### config.mk
export PLATFORM = sky130hd
export DESIGN_NAME = mmio_uart_tx
export DESIGN_NICKNAME = d
export VERILOG_FILES = /design/src/rtl/mmio_uart_tx.sv
export SDC_FILE = /design/constraint.sdc
export NUM_CORES = 1
export LEC_CHECK = 0
export ABC_AREA = 1
export CELL_PAD_IN_SITES_DETAIL_PLACEMENT = 0
export CELL_PAD_IN_SITES_GLOBAL_PLACEMENT = 1
export CORE_ASPECT_RATIO = 1.75
export CORE_MARGIN = 2
export CORE_UTILIZATION = 41
export CTS_BUF_LIST = sky130_fd_sc_hd__clkbuf_16
export DETAILED_ROUTE_END_ITERATION = 8
export PLACE_DENSITY = 0.92
export SYNTH_ARGS = -nofsm -noshare
export SYNTH_HDL_FRONTEND = slang
export SYNTH_SLANG_ARGS = --single-unit
### constraint.sdc
create_clock -name clk -period 6.4 [get_ports clk]
set_input_delay 1.28 -clock clk [delete_from_list [all_inputs] [get_ports clk]]
set_output_delay 1.28 -clock clk [all_outputs]
set_load 0.03 [all_outputs]
### src/rtl/mmio_uart_tx.sv
// Memory-mapped 8N1 UART transmitter: stores push bytes into a TX FIFO and a
// baud-divided shifter serialises them onto tx; loads return status/config combinationally.
module mmio_uart_tx #(
    parameter int          FIFO_DEPTH  = 8,
    parameter logic [15:0] DEFAULT_DIV = 16'd15
) (
    input  logic        clk,
    input  logic        rst,
    input  logic        sel,
    input  logic [31:0] A,
    input  logic [31:0] WD,
    input  logic [1:0]  RWE,
    output logic [31:0] RD,
    output logic        tx,
    output logic        irq
);

    localparam int PTR_W = $clog2(FIFO_DEPTH);
    localparam int CNT_W = $clog2(FIFO_DEPTH + 1);

    typedef enum logic [1:0] {
        IDLE  = 2'd0,
        START = 2'd1,
        DATA  = 2'd2,
        STOP  = 2'd3
    } state_e;

    state_e             state_q, state_d;
    logic [7:0]         shift_q, shift_d;
    logic [2:0]         bit_idx_q, bit_idx_d;
    logic [15:0]        baud_cnt_q, baud_cnt_d;
    logic [15:0]        div_lat_q, div_lat_d;
    logic [15:0]        baud_div_q, baud_div_d;
    logic               ie_q, ie_d;
    logic               ovf_q, ovf_d;
    logic               tx_q, tx_d;
    logic [PTR_W-1:0]   wr_ptr_q, wr_ptr_d;
    logic [PTR_W-1:0]   rd_ptr_q, rd_ptr_d;
    logic [CNT_W-1:0]   count_q, count_d;
    logic [7:0]         mem_q [FIFO_DEPTH];
    logic [7:0]         mem_d [FIFO_DEPTH];

    logic               wr_s;
    logic [1:0]         reg_sel_s;
    logic               push_req_s;
    logic               push_s;
    logic               pop_s;
    logic               full_s;
    logic               empty_s;
    logic               bit_done_s;
    logic [31:0]        status_s;
    logic               unused_bits_s;

    function automatic logic [3:0] sat_count(input logic [CNT_W-1:0] c);
        logic [31:0] w;
        w = 32'(c);
        if (w > 32'd15) begin
            return 4'hF;
        end else begin
            return w[3:0];
        end
    endfunction

    assign unused_bits_s = ^{A[31:4], A[1:0], WD[31:16]};

    // Bus decode and FIFO handshake; push is judged on the pre-edge fill level only
    always_comb begin
        wr_s       = sel && (RWE != 2'b00);
        reg_sel_s  = A[3:2];
        push_req_s = wr_s && (reg_sel_s == 2'd0);
        full_s     = (count_q == CNT_W'(FIFO_DEPTH));
        empty_s    = (count_q == {CNT_W{1'b0}});
        push_s     = push_req_s && !full_s;
        pop_s      = (state_q == IDLE) && !empty_s;
        bit_done_s = (baud_cnt_q == div_lat_q);
    end

    // FIFO storage, pointers and fill count
    always_comb begin
        mem_d = mem_q;
        if (push_s) begin
            mem_d[wr_ptr_q] = WD[7:0];
            wr_ptr_d        = wr_ptr_q + PTR_W'(1);
        end else begin
            wr_ptr_d        = wr_ptr_q;
        end
        if (pop_s) begin
            rd_ptr_d = rd_ptr_q + PTR_W'(1);
        end else begin
            rd_ptr_d = rd_ptr_q;
        end
        case ({push_s, pop_s})
            2'b10:   count_d = count_q + CNT_W'(1);
            2'b01:   count_d = count_q - CNT_W'(1);
            default: count_d = count_q;
        endcase
    end

    // Software-visible configuration and sticky overflow
    always_comb begin
        if (wr_s && (reg_sel_s == 2'd2)) begin
            baud_div_d = WD[15:0];
        end else begin
            baud_div_d = baud_div_q;
        end
        if (wr_s && (reg_sel_s == 2'd3)) begin
            ie_d = WD[0];
        end else begin
            ie_d = ie_q;
        end
        if (push_req_s && full_s) begin
            ovf_d = 1'b1;
        end else if (wr_s && (reg_sel_s == 2'd1) && WD[3]) begin
            ovf_d = 1'b0;
        end else begin
            ovf_d = ovf_q;
        end
    end

    // State register and all other flops
    always_ff @(posedge clk or negedge rst) begin
        if (!rst) begin
            state_q    <= IDLE;
            shift_q    <= 8'h00;
            bit_idx_q  <= 3'd0;
            baud_cnt_q <= 16'd0;
            div_lat_q  <= 16'd0;
            baud_div_q <= DEFAULT_DIV;
            ie_q       <= 1'b0;
            ovf_q      <= 1'b0;
            tx_q       <= 1'b1;
            wr_ptr_q   <= {PTR_W{1'b0}};
            rd_ptr_q   <= {PTR_W{1'b0}};
            count_q    <= {CNT_W{1'b0}};
            for (int i = 0; i < FIFO_DEPTH; i++) begin
                mem_q[i] <= 8'h00;
            end
        end else begin
            state_q    <= state_d;
            shift_q    <= shift_d;
            bit_idx_q  <= bit_idx_d;
            baud_cnt_q <= baud_cnt_d;
            div_lat_q  <= div_lat_d;
            baud_div_q <= baud_div_d;
            ie_q       <= ie_d;
            ovf_q      <= ovf_d;
            tx_q       <= tx_d;
            wr_ptr_q   <= wr_ptr_d;
            rd_ptr_q   <= rd_ptr_d;
            count_q    <= count_d;
            mem_q      <= mem_d;
        end
    end

    // Next-state logic; the divider is latched at frame start so mid-frame writes wait a frame
    always_comb begin
        state_d    = state_q;
        shift_d    = shift_q;
        bit_idx_d  = bit_idx_q;
        baud_cnt_d = baud_cnt_q;
        div_lat_d  = div_lat_q;
        case (state_q)
            IDLE: begin
                if (!empty_s) begin
                    state_d    = START;
                    shift_d    = mem_q[rd_ptr_q];
                    div_lat_d  = baud_div_q;
                    baud_cnt_d = 16'd0;
                end else begin
                    state_d    = IDLE;
                end
            end
            START: begin
                if (bit_done_s) begin
                    baud_cnt_d = 16'd0;
                    bit_idx_d  = 3'd0;
                    state_d    = DATA;
                end else begin
                    baud_cnt_d = baud_cnt_q + 16'd1;
                end
            end
            DATA: begin
                if (bit_done_s) begin
                    baud_cnt_d = 16'd0;
                    shift_d    = {1'b0, shift_q[7:1]};
                    if (bit_idx_q == 3'd7) begin
                        state_d   = STOP;
                    end else begin
                        bit_idx_d = bit_idx_q + 3'd1;
                    end
                end else begin
                    baud_cnt_d = baud_cnt_q + 16'd1;
                end
            end
            STOP: begin
                if (bit_done_s) begin
                    baud_cnt_d = 16'd0;
                    state_d    = IDLE;
                end else begin
                    baud_cnt_d = baud_cnt_q + 16'd1;
                end
            end
            default: begin
                state_d = IDLE;
            end
        endcase
    end

    // Output logic: tx is registered from the next state so it changes on the same edge as the FSM
    always_comb begin
        case (state_d)
            START:   tx_d = 1'b0;
            DATA:    tx_d = shift_d[0];
            default: tx_d = 1'b1;
        endcase
        irq = (state_q == IDLE) && empty_s && ie_q;
    end

    assign tx = tx_q;

    // Zero-latency read mux
    always_comb begin
        status_s = {24'd0, sat_count(count_q), ovf_q, empty_s, full_s, (state_q != IDLE)};
        if (sel) begin
            case (reg_sel_s)
                2'd1:    RD = status_s;
                2'd2:    RD = {16'd0, baud_div_q};
                2'd3:    RD = {31'd0, ie_q};
                default: RD = 32'd0;
            endcase
        end else begin
            RD = 32'd0;
        end
    end

endmodule

**Word-level counts from Yosys, hierarchy flattened**

Cells that the tools add are included.

- $add $sub $neg: 6
- $lt $le $gt $ge: 3
- Equality and inequality tests: 17
- Muxes and demuxes: 28
- Bitwise gates (word level): 3
- Reduce and logical (&&, ||, !) cells: 27

Operator list:

| kind | count |
|---|---|
| $bwmux W64 | 1 |
| $pmux W16 S3 | 1 |
| $mux W8 | 5 |
| $mux W16 | 2 |
| $mux W32 | 1 |
| $pmux W16 S2 | 1 |
| $bmux W8 S3 | 1 |
| $demux W8 S3 | 1 |
| $add A16 B1 Y16 const B | 1 |
| $eq A16 B16 Y1 | 1 |
| $pmux W8 S2 | 1 |
| $eq A2 B2 Y1 const B | 6 |
| $logic_and A1 B1 Y1 | 12 |
| $reduce_bool A2 Y1 | 6 |
| $add A3 B1 Y3 const B | 3 |
| $mux W3 | 3 |
| $eq A2 B1 Y1 const B | 4 |
| $ge A4 B4 Y1 const B | 2 |
| $mux W2 | 4 |
| $ne A2 B2 Y1 const B | 4 |
| $not A3 Y4 | 2 |
| $pmux W2 S4 | 1 |
| $pmux W4 S2 | 1 |
| $pmux W3 S2 | 1 |
| 15 further kinds | 19 |

- Flip-flop bits (word level): 138
- Input bits: 69
- Logic and storage cells: 105

**Longest topological paths before layout**

- Depth after elaboration: 7
- Mapped depth: 15
- Depth with buffers taken out: 14

**Least setup slack after synthesis**

Ideal clock, no wire load.

- Kind: input to output
- From: input port A[3]
- To: output port RD[10]
- Data arrival time: 2.187 ns
- Path slack: 2.933 ns
- Stages: 4
- Path buffers: 0
- Cell sequence: inv_1 -> nor2_2 -> nand2_1 -> nor2_1

- Cells in the longest elaborated chain, start to end: 3

Ends and longest elaborated chain:

| what | RTL line | RTL |
|---|---|---|
| start: declaration | 10 | `input logic [31:0] A,` |
| $eq A2 B2 Y1 / $eq A2 B1 Y1 (equally long branches) | 225 | `case (reg_sel_s)` |
| $pmux W16 S3 (*) | 225 |  |
| $mux W32 (*) | 224 | `if (sel) begin` |
| end: declaration | 13 | `output logic [31:0] RD,` |

Mark *: on every way between the ends. The rest lies on a longest branch, timed or not.

**Final worst setup path**

- From: input port A[3]
- To: output port RD[14]

Same word-level chain as after synthesis.

==> results.yml <==
run_status:
  status: "complete, no violations"
clocking:
  cts.clk_slew.worst_paths_ns: 0.05
  cts.htree.levels: 4
  cts_root_buffer: "clkbuf_16"
  clock_latency_ns: 0.41
  cts_hold_buf: 0
  cts_setup_buffers: 0
  clockBufferDepth: 2
  cts_resized: 0
  numClockSinks: 138
  cts_buffers: 17
  cts_tree: "built"
timing:
  fmax_mhz: 210.7
  hold_violations: 0
  fin_setup_tns_ns: 0
  drv_slew: 0
  worst_pin_slew_ns: 0.9819
  slew_headroom_pct: 34.38
  finalSetupViolCount: 0
  fin_crit_ns: 4.745
  rsz0062_at_grt: "no"
  finalClockSkew_ns: 0.006955
  fin_crit_sh_pct: 74.14
die:
  die_y_um: 175.8
  start_util_pct: 42.06
  pin_count: 103
  die_x_um: 102.2
  coreArea_um2: 16450
  rows: 62
  dieArea_um2: 17970
job:
  maxCapViolCount: 0
placement:
  gp_congestion: 0.8521
  dp_hpwl_mm: 11.36
  port-buffer-count: 40
  place_area_um2: 7420
global_routing:
  grt_max_degree: 89
  use_met1_pct: 22.47
  met2_usage_pct: 35.14
  grtUsageTotal_pct: 19.55
  antenna_found_initial: 0
  grt_pass1_vias: 5665
  busiest_layer: "met2"
  grt_pass1_wl_mm: 27.61
  use_met3_pct: 2.626
  grt_overflow: 0
detailed_routing:
  wire_per_inst_um: 14.83
  drc: 0
  first_pass_iters: 5
  routed_wirelength_mm: 16.30
  ant_nets: 0
  vias_per_cell: 5.073
  dr_total_vias: 5575
  drt_iter0_markers: 333
power_and_ir_drop:
  peakVddDrop_uv: 253.1
  power-per-cell-area_nw_per_um2: 325.6
  cellLeakagePower_nw: 3.654
synthesis:
  synth-async-reset-ratio_pct: 100.0
  syn_avg_cell_area_um2: 8.345
  synth-edff-count: 0
  synth_seq_area_share_pct: 50.01
  synth_top_area_share_pct: 48.11
  synthTopCellsByArea: "dfrtp_1 (48%), nand2_1 (11%), o21ai_0 (8.3%)"
  netlist_instances: 829
  synth-warning-count: 0
  syn_area_um2: 6918
  ys_ff_latch: 138
  yosysMostFrequentCell: "nand2_1"
  yosys.area.top_type: "dfrtp_1"
  synth_cell_types: 42
  synthFlopType: "dfrtp_1"
  ys_top_cells_by_count: "nand2_1 (209), dfrtp_1 (133), o21ai_0 (115)"
setup_path:
  criticalPathCategory: "input pin to output pin"
  cp-start-kind: "input pin"
  critPathMaxFanout: 10
  endpoint_kind: "output pin"
  crit_required_ns: 5.12
  cp.arrival_ns: 3.46
layout:
  fill_cells: 1619
  nets: 940
  drive_above_1_share_pct: 8.343
  n_antenna_cell: 0
  final_cell_area_um2: 7980
  syn_to_final_growth_pct: 15.36
worst_hold_path:
  hp-class: "flop to flop"
## cell families after synthesis
group	Yosys count	share of synthesized area, %
AOI/OAI and AO/OA	196	15.39
xor gates and xnor gates	14	1.772
adders and majority gates	9	1.736
buffers and inverters	124	8.247
DFF	138	50.01
other	1	0.05421
and+or+nand+nor	347	22.79
## worst paths after layout
check	endpoint	slack (ns)	cells after the start	start
max	RD[14]	1.66	6	A[3]
min in group asynchronous	mem_q[24]	0.93	1	rst
min	mem_q[54]	0.48	2	mem_q[54]
max in group asynchronous	mem_q[62]	4.26	2	rst
max reg2reg	count_q[3]	4.02	14	count_q[1]
min reg2reg	mem_q[54]	0.48	2	mem_q[54]
## stage by stage
stage               cells  hold slack [ns]  util [%]  setup WS, ns  power [mW]
floorplan             844           0.4422         -         2.933       1.536
global placement     1067           0.4542     45.12         1.691       1.647
detailed placement   1067           0.4676     45.12         1.701       1.673
CTS                  1099           0.4824     48.52         1.686       2.616
global route         1099           0.4990     48.52         1.487       2.750
finish               1099           0.4801     48.52         1.655       2.598
## worst max-delay path, stage by stage
cell,delay [ns]
clkdlybuf4s50_1,0.56
inv_1,0.09
nor2_2,0.35
nand2_1,0.30
nor2_1,0.15
clkdlybuf4s50_1,0.72
## cell type report
class	instances	area, um2	share of cell area (%)
flip-flops and latches	138	3460	43.35
multi-input cells	582	2947	36.92
repair buffers	44	431.7	5.409
clock buffers	17	425.4	5.331
inverters	79	301.5	3.779
well taps	224	280.3	3.512
clock inverters	15	135.1	1.693
## power by group
part | internal, mW | switching (mW)
clock | 0.565 | 0.376
combinational | 0.169 | 0.252
sequential | 1.09 | 0.149
## cell usage in the layout, fill, tap and decap left out, drive strengths merged, types with 7 or more instances in the layout
master / n
o211ai: 10
o21ai: 144
inv: 82
clkdlybuf4s50: 39
nand3: 27
o221ai: 7
a21oi: 19
dfrtp: 133
xor2: 10
nor2: 80
clkbuf: 17
nor3: 10
ha: 8
nand4: 10
nand2: 215
o22ai: 13
conb: 16
## registers in the layout, summed over array words and instances (netlist names)
| name | count |
|---|---|
| state_q | 2 |
| bit_idx_q | 3 |
| ie_q | 1 |
| baud_cnt_q | 16 |
| count_q | 4 |
| mem_q | 64 |
| shift_q | 8 |
| baud_div_q | 16 |
| wr_ptr_q | 3 |
| ovf_q | 1 |
| div_lat_q | 16 |
| tx | 1 |
| rd_ptr_q | 3 |
## routing by layer
metal / vias to the layer above / part of all wire (%) / routed length, um
li1: 2753 / - / -
met1: 2664 / 40 / 6480
met2: 124 / 54 / 8773
met3: 34 / 2.8 / 459
met4: 0 / 3.6 / 586
met5: - / 0 / 0
No activity file was read; power rests on OpenSTA's default activity.
